===== src/rtl/fetch_queue.sv =====
// fetch_queue: instruction-fetch FSM (one outstanding request) feeding a DEPTH-entry queue.
// Defining FETCH_QUEUE_PERF_EN adds a saturating counter of cycles spent starved (empty_cycles_o).
module fetch_queue #(
    parameter int unsigned DEPTH    = 4,
    parameter logic [31:0] RESET_PC = 32'h0
) (
    input  logic                       clk_i,
    input  logic                       rst_i,
    input  logic                       start_i,
    output logic                       imem_req_o,
    output logic [31:0]                imem_addr_o,
    input  logic                       imem_ack_i,
    input  logic [31:0]                imem_data_i,
    output logic                       valid_o,
    output logic [31:0]                inst_o,
    output logic [31:0]                pc_o,
    input  logic                       deq_i,
    input  logic                       redirect_i,
    input  logic [31:0]                redirect_pc_i,
    output logic [$clog2(DEPTH+1)-1:0] count_o,
    output logic [31:0]                empty_cycles_o
);

    localparam int unsigned CW = $clog2(DEPTH + 1);
    localparam int unsigned PW = $clog2(DEPTH);
    localparam logic [CW-1:0] FULL = CW'(DEPTH);

    typedef enum logic [1:0] {
        IDLE,
        REQ,
        DROP
    } state_t;

    typedef struct packed {
        logic [31:0] pc;
        logic [31:0] inst;
    } entry_t;

    state_t          state_q, state_d;
    logic [31:0]     fetch_pc_q, fetch_pc_d;
    logic [PW-1:0]   head_q, head_d;
    logic [PW-1:0]   tail_q, tail_d;
    logic [CW-1:0]   count_q, count_d;
    entry_t          mem_q [DEPTH];
    logic            wr_en;
    logic            rd_en;

    always_comb begin
        // NOTE: every signal driven here gets a default first, so no path can leave one unassigned and infer a latch.
        state_d    = state_q;
        fetch_pc_d = fetch_pc_q;
        head_d     = head_q;
        tail_d     = tail_q;
        count_d    = count_q;
        wr_en      = 1'b0;
        rd_en      = 1'b0;

        // A redirect flushes everything and wins over any ack or dequeue in the same cycle.
        if (redirect_i) begin
            fetch_pc_d = redirect_pc_i;
            head_d     = '0;
            tail_d     = '0;
            count_d    = '0;
        end else begin
            wr_en = (state_q == REQ) && imem_ack_i;
            rd_en = deq_i && (count_q != '0);
            if (wr_en) begin
                tail_d     = tail_q + PW'(1);
                fetch_pc_d = fetch_pc_q + 32'd4;
            end
            if (rd_en) begin
                head_d = head_q + PW'(1);
            end
            count_d = count_q + CW'(wr_en) - CW'(rd_en);
        end

        unique case (state_q)
            IDLE: begin
                if (start_i && !redirect_i && (count_q < FULL)) begin
                    state_d = REQ;
                end
            end
            REQ: begin
                if (imem_ack_i) begin
                    state_d = (!redirect_i && start_i && (count_d < FULL)) ? REQ : IDLE;
                end else if (redirect_i) begin
                    state_d = DROP;
                end
            end
            DROP: begin
                if (imem_ack_i) begin
                    state_d = IDLE;
                end
            end
            default: state_d = IDLE;
        endcase
    end

    always_ff @(posedge clk_i or posedge rst_i) begin
        if (rst_i) begin
            state_q    <= IDLE;
            fetch_pc_q <= RESET_PC;
            head_q     <= '0;
            tail_q     <= '0;
            count_q    <= '0;
            // NOTE: the storage is reset on purpose so inst_o/pc_o read as zero before the first write.
            for (int i = 0; i < int'(DEPTH); i++) begin
                mem_q[i] <= '0;
            end
        end else begin
            // NOTE: non-blocking assignments so every register samples pre-edge values.
            state_q    <= state_d;
            fetch_pc_q <= fetch_pc_d;
            head_q     <= head_d;
            tail_q     <= tail_d;
            count_q    <= count_d;
            if (wr_en) begin
                mem_q[tail_q] <= '{pc: fetch_pc_q, inst: imem_data_i};
            end
        end
    end

    assign imem_req_o  = (state_q != IDLE);
    assign imem_addr_o = fetch_pc_q;
    assign valid_o     = (count_q != '0);
    assign inst_o      = mem_q[head_q].inst;
    assign pc_o        = mem_q[head_q].pc;
    assign count_o     = count_q;

`ifdef FETCH_QUEUE_PERF_EN
    logic [31:0] empty_cycles_q, empty_cycles_d;

    always_comb begin
        empty_cycles_d = empty_cycles_q;
        if (start_i && !valid_o && (empty_cycles_q != '1)) begin
            empty_cycles_d = empty_cycles_q + 32'd1;
        end
    end

    always_ff @(posedge clk_i or posedge rst_i) begin
        if (rst_i) begin
            empty_cycles_q <= '0;
        end else begin
            empty_cycles_q <= empty_cycles_d;
        end
    end

    assign empty_cycles_o = empty_cycles_q;
`else
    assign empty_cycles_o = 32'd0;
`endif

endmodule


===== config.mk =====
export PLATFORM = sky130hd
export DESIGN_NAME = fetch_queue
export DESIGN_NICKNAME = d
export VERILOG_FILES = /design/src/rtl/fetch_queue.sv
export SDC_FILE = /design/constraint.sdc
export NUM_CORES = 1
export LEC_CHECK = 0
export CELL_PAD_IN_SITES_DETAIL_PLACEMENT = 2
export CELL_PAD_IN_SITES_GLOBAL_PLACEMENT = 2
export CORE_MARGIN = 2
export CORE_UTILIZATION = 34
export CTS_CLUSTER_DIAMETER = 30
export CTS_CLUSTER_SIZE = 30
export DETAILED_ROUTE_END_ITERATION = 16
export PLACE_DENSITY = 0.83
export SETUP_SLACK_MARGIN = 0.1
export SYNTH_ARGS = -nofsm -noshare
export SYNTH_HDL_FRONTEND = slang
export SYNTH_SLANG_ARGS = --single-unit

===== constraint.sdc =====
create_clock -name clk_i -period 21.4 [get_ports clk_i]
set_input_delay 5.35 -clock clk_i [delete_from_list [all_inputs] [get_ports clk_i]]
set_output_delay 5.35 -clock clk_i [all_outputs]
set_load 0.05 [all_outputs]

==> flow_summary.yaml, run 1 <==
status:
  status: "finished, final reports clean"
route:
  ant_nets: 0
  via_count: 8675
  drc: 0
  routedWlPerCell_um: 24.3
  drt_iter0_markers: 312
  routed_wl_mm: 41.3
  drtPass1Iterations: 4
  via_per_inst: 5.12
clocking:
  numCtsBuffers: 79
  clock_latency_ns: 0.58
  htree_levels: 3
  ctsRootBufferMaster: "clkbuf_16"
  holdBufCountCts: 0
  cts_tree: "done"
  clkTransAtPathRegs_ns: 0.04
  ctsResizeCount: 0
  postCtsSetupBuffers: 0
  cts_sinks: 297
  clock_path_buffers: 3
sta:
  finalCriticalPeriod_ns: 8.94
  setup_viol: 0
  finalCritPeriodShare_pct: 41.8
  grt_setup_unrepaired: "no"
  hold_ws_ns: 0.495
  slew_headroom_pct: 23.3
  tightest_slew_ns: 1.15
  finalMaxSlewViolations: 0
  skew_ns: 0.0240
  fmax_ghz: 0.112
  fin_setup_tns_ns: 0
  finalHoldViolCount: 0
grt:
  grt-ovfl-total: 0
  gr-usage-all-layers_pct: 20.4
  grt_pass1_wl_mm: 64.2
  grt_max_degree: 151
  antenna_found_initial: 0
  grt_pass1_vias: 10500
floorplan:
  initial_core_util_pct: 34.3
  rows: 73
  dieHeight_um: 204
  io_pins: 203
  dieArea_um2: 41600
  coreArea_um2: 39500
  fp.dieW_um: 204
final_layout:
  diodes: 0
  final_util_pct: 46.4
  layout_commonest_cell: "dfrtp_1"
  drive_gt1_share_pct: 39.7
  mostFrequentLayoutCells: "dfrtp_1 (295), mux2_2 (259), clkdlybuf4s50_1 (169)"
  fin_nets: 1192
  area_delta_synth_final_pct: 35.1
  instances_no_fill: 1695
place:
  gp_routability_congestion: 0.694
  place_hpwl_mm: 22.2
  port_buffers: 170
  place_inst: 1558
synthesis:
  synth.area.mux_share_pct: 32.2
  synthAdderAreaFrac_pct: 0.792
  synth_top_area_cell: "dfrtp_1"
  yosysUniqueCellTypes: 43
  synth_top_family_by_area: "multiplexers"
  synth_area_leaders: "dfrtp_1 (55%), mux2_2 (21%), mux4_2 (11%), buf_4 (1.8%), buf_2 (1.2%)"
  synth_top_area_share_pct: 54.7
  async_flop_share_pct: 100
  synth_compound_area_share_pct: 2.31
  synth-simple-area-share_pct: 4.56
  yosys_warnings: 0
  synth_xor_area_share_pct: 0.967
  yosysSeqAreaShare_pct: 54.7
  synth_area_um2: 13600
  ys_seq_elements: 297
  synth_edf_count: 0
  synth-main-ff-cell: "dfrtp_1"
  syn_inst: 926
  avgSynthCellArea_um2: 14.7
worst_setup_path:
  critPathKind: "flop to output pin"
  crit_fanout: 38
  regToRegSetupSlack_ns: 18.16
  cp.required_ns: 16.05
  crit_arrival_ns: 3.59
  critPathLaunchType: "flop"
  endpoint: "pc_o[19]"
  endpoint_kind: "output pin"
  r2r_cells: 5
  reg2reg_to: "mem_q[197]$_DFFE_PP0P_"
  reg2reg_from: "state_q[1]$_DFFE_PP0P_"
  critPathLaunch: "head_q[0]$_DFFE_PP0P_"
flow_run:
  cap_violations: 0
hold_path:
  hold_path_class: "flop to flop"
power_and_ir_drop:
  power.leakage_nw: 8.31
  p_per_area_nw_per_um2: 161
  vdd_drop_max_uv: 80.6
sequential cells by signal (all words and copies together), names as in the netlist:
register,count
count_o,3
mem_q,256
tail_q,2
imem_addr_o,32
head_q,2
state_q,2
synth_stat cells, types with 2 or more instances:
library cell    n
dfrtp_1       297
mux2_2        259
mux4_2         64
nand2_1        36
buf_2          32
buf_4          32
nor2_1         26
clkbuf_1       23
or4_1          16
a31oi_1        14
inv_1          13
nand3_1        13
o31ai_1        13
o21ai_0        12
xnor2_1         9
buf_1           8
nand4_1         8
ha_1            7
xor2_1          6
nor3_1          4
nor4_1          4
buf_6           3
a21oi_1         2
a311o_1         2
and3_1          2
and4_1          2
or2_2           2
or3_1           2
power breakdown:
part	switching [mW]	internal (mW)
clock network	0.352	0.887
registers	0.113	0.682
logic	0.545	0.381
cell families (layout without fill, tap and decap cells):
kind of cell,Yosys count,count (layout)
compound gates,48,48
xor+xnor,15,15
fa+ha+maj,8,8
buf+inv,112,325
flops,297,297
mux,324,324
other cells,1,32
simple gates,121,121
final cells by class:
type                            count  area (um^2)
Clock buffer                      110         2320
Clock inverter                     27          457
Fill cell                        3668        21200
Inverter                           14         60.1
Multi-Input combinational cell    548         5690
Sequential cell                   297         7440
Tap cell                          525          657
Timing Repair Buffer              174         1730
critical path, stage by stage (launching register included):
cell and delay, ns:
dfrtp_4 0.82, buf_4 0.78, mux4_2 0.64, clkdlybuf4s50_1 0.74
per-stage QoR:
stage | power, mW | area [um^2] | setup WS, ns
after floorplan | 1.42 | 13700 | 7.85
after global placement | 1.68 | 15600 | 12.95
after detailed placement | 1.72 | 15600 | 12.81
after CTS | 3.00 | 18300 | 12.32
after global routing | 3.07 | 18300 | 12.21
final | 2.96 | 18300 | 12.46
worst min-delay path by stage:
stage,startpoint,endpoint,cells past startpoint
5_1_grt,mem_q[87]$_DFFE_PP0P_,mem_q[87]$_DFFE_PP0P_,1
3_5_place_dp,mem_q[87]$_DFFE_PP0P_,mem_q[87]$_DFFE_PP0P_,1
2_1_floorplan,mem_q[100]$_DFFE_PP0P_,mem_q[100]$_DFFE_PP0P_,1
3_3_place_gp,mem_q[94]$_DFFE_PP0P_,mem_q[94]$_DFFE_PP0P_,1
4_1_cts,mem_q[95]$_DFFE_PP0P_,mem_q[95]$_DFFE_PP0P_,1
6_report,mem_q[95]$_DFFE_PP0P_,mem_q[95]$_DFFE_PP0P_,1
routing by layer:
metal | share of wire (%) | GRT usage, % | vias to the layer above
met2 | 54 | 36.7 | 219
met3 | 3.9 | 3.99 | 65
li1 | - | - | 3759
met5 | 0 | 0 | -
met1 | 40 | 24.4 | 4632
met4 | 2.1 | 7.06 | 0
Power figures use the tool's default switching activity.
==> inputs of run 2 (changes only) <==
--- a/config.mk
+++ b/config.mk
@@ -12,7 +12,7 @@
 export CTS_CLUSTER_DIAMETER = 30
 export CTS_CLUSTER_SIZE = 30
 export DETAILED_ROUTE_END_ITERATION = 16
-export PLACE_DENSITY = 0.83
+export PLACE_DENSITY = 0.86
 export SETUP_SLACK_MARGIN = 0.1
 export SYNTH_ARGS = -nofsm -noshare
 export SYNTH_HDL_FRONTEND = slang
==> constraint.sdc (replaced) <==
create_clock -name clk_i -period 8.1 [get_ports clk_i]
set_input_delay 2.025 -clock clk_i [delete_from_list [all_inputs] [get_ports clk_i]]
set_output_delay 2.025 -clock clk_i [all_outputs]
set_load 0.05 [all_outputs]
==> run 2 against run 1 <==
Effect of this change:
- first-iteration DRC count is 5.4% lower
- non-clock buffer count up 2
- sequential power increased to 2.7 times the previous value
- sequential cell count unchanged
- count of clock-buffer cells in the layout decreased by 11
- die area did not move
- via count increased by 0.41%
- utilization is 0.24 points lower
- clock skew decreased by 0.0011 ns
- clock power rose to 2.5 times the previous value
- setup slack worse by 10 ns
- largest power group unchanged
==> flow_summary.yaml, run 2 (synthesis gave the netlist of run 1 again) <==
sta:
  setup_slack_ns: 2.39
  finalHoldViolCount: 0
  tightest_slew_ns: 1.15
  finalCritPeriodShare_pct: 70.5
  skew_ns: 0.0229
  fmax_ghz: 0.175
  setup_viol: 0
  fin_setup_tns_ns: 0
  grt_setup_unrepaired: "no"
  finalCriticalPeriod_ns: 5.71
  slew_headroom_pct: 23.5
  finalMaxSlewViolations: 0
clocking:
  ctsResizeCount: 0
  numCtsBuffers: 76
  ctsRootBufferMaster: "clkbuf_16"
  cts_tree: "done"
  htree_levels: 3
  clock_latency_ns: 0.59
  clkTransAtPathRegs_ns: 0.04
  cts_sinks: 297
  holdBufCountCts: 0
  clock_path_buffers: 3
  postCtsSetupBuffers: 0
worst_setup_path:
  crit_arrival_ns: 3.68
  crit_fanout: 38
  endpoint_kind: "output pin"
  critPathLaunchType: "flop"
  critPathKind: "flop to output pin"
  cp.required_ns: 6.08
route:
  routedWlPerCell_um: 24.0
  drc: 0
  ant_nets: 0
  drtPass1Iterations: 4
  drt_iter0_markers: 295
  via_count: 8711
  routed_wl_mm: 40.8
  via_per_inst: 5.14
power_and_ir_drop:
  total_power_mw: 7.65
  vdd_drop_max_uv: 191
  p_per_area_nw_per_um2: 419
  power.leakage_nw: 8.24
grt:
  grt_pass1_vias: 10300
  grt_max_degree: 178
  gr-usage-all-layers_pct: 20.3
  grt_pass1_wl_mm: 63.4
  grt-ovfl-total: 0
  antenna_found_initial: 0
final_layout:
  mostFrequentLayoutCells: "dfrtp_1 (295), mux2_2 (259), clkdlybuf4s50_1 (169)"
  diodes: 0
  area_delta_synth_final_pct: 34.4
  largest_register_ff_count: 256
  drive_gt1_share_pct: 40.0
  layout_commonest_cell: "dfrtp_1"
  instances_no_fill: 1696
  fin_nets: 1191
  regMostFlops: "mem_q"
status:
  status: "finished, final reports clean"
floorplan:
  io_pins: 203
  rows: 73
  initial_core_util_pct: 34.3
  fp.dieW_um: 204
  coreArea_um2: 39500
  dieArea_um2: 41600
  dieHeight_um: 204
place:
  port_buffers: 170
  place_hpwl_mm: 21.9
  post-place-ws_ns: 2.86
  gp_routability_congestion: 0.690
  place_inst: 1560
hold_path:
  hold_path_class: "flop to flop"
flow_run:
  cap_violations: 0
## run 2: cell count changes in the layout (fill, tap and decap cells not counted), sizes merged
cell	change
clkbuf	-11
clkinvlp	+6
inv	+5
bufinv	-3
buf	+2
clkinv	+2
## run 2: power breakdown
part / switching [mW] / internal, mW
registers: 0.309 / 1.80
clock network: 0.966 / 2.14
logic: 1.43 / 1.01
## run 2: per-layer routing
metal,GRT usage [%],vias to the layer above,routed length (um)
met5,0,-,0
met4,6.02,0,805
met3,4.34,66,1580
met2,35.8,197,21400
met1,24.8,4695,17000
li1,-,3753,-
## run 2: cell type report
| class | count | area [um^2] |
|---|---|---|
| fill | 3665 | 21300 |
| sequential | 297 | 7440 |
| multi-input combinational | 548 | 5690 |
| clock buffer | 99 | 2130 |
| timing repair buffer | 176 | 1750 |
| tap | 525 | 657 |
| clock inverter | 37 | 526 |
| inverter | 14 | 56.3 |
## run 2: metrics by stage
stage | util [%] | area [um^2] | hold WS [ns]
floorplan | - | 13700 | 0.474
global placement | 39.4 | 15600 | 0.482
detailed placement | 39.4 | 15600 | 0.492
CTS | 46.1 | 18300 | 0.503
global route | 46.1 | 18300 | 0.511
finish | 46.1 | 18300 | 0.497
## run 2: critical path: stages (launching register included)
cell and delay [ns]:
dfrtp_4 0.98, buf_4 0.68, mux4_2 0.65, clkdlybuf4s50_1 0.73
## run 2: final timing paths
kind                                             start                     end  slack, ns  cells after the start
worst min register to register  mem_q[194]$_DFFE_PP0P_  mem_q[194]$_DFFE_PP0P_       0.50                      1
min in group asynchronous                        rst_i  mem_q[162]$_DFFE_PP0P_       2.02                      3
max in group asynchronous                        rst_i   head_q[0]$_DFFE_PP0P_       4.55                      4
worst max-delay path             head_q[0]$_DFFE_PP0P_                pc_o[12]       2.39                      3
worst min-delay path            mem_q[194]$_DFFE_PP0P_  mem_q[194]$_DFFE_PP0P_       0.50                      1
worst max register to register  state_q[1]$_DFFE_PP0P_   mem_q[70]$_DFFE_PP0P_       4.89                      5
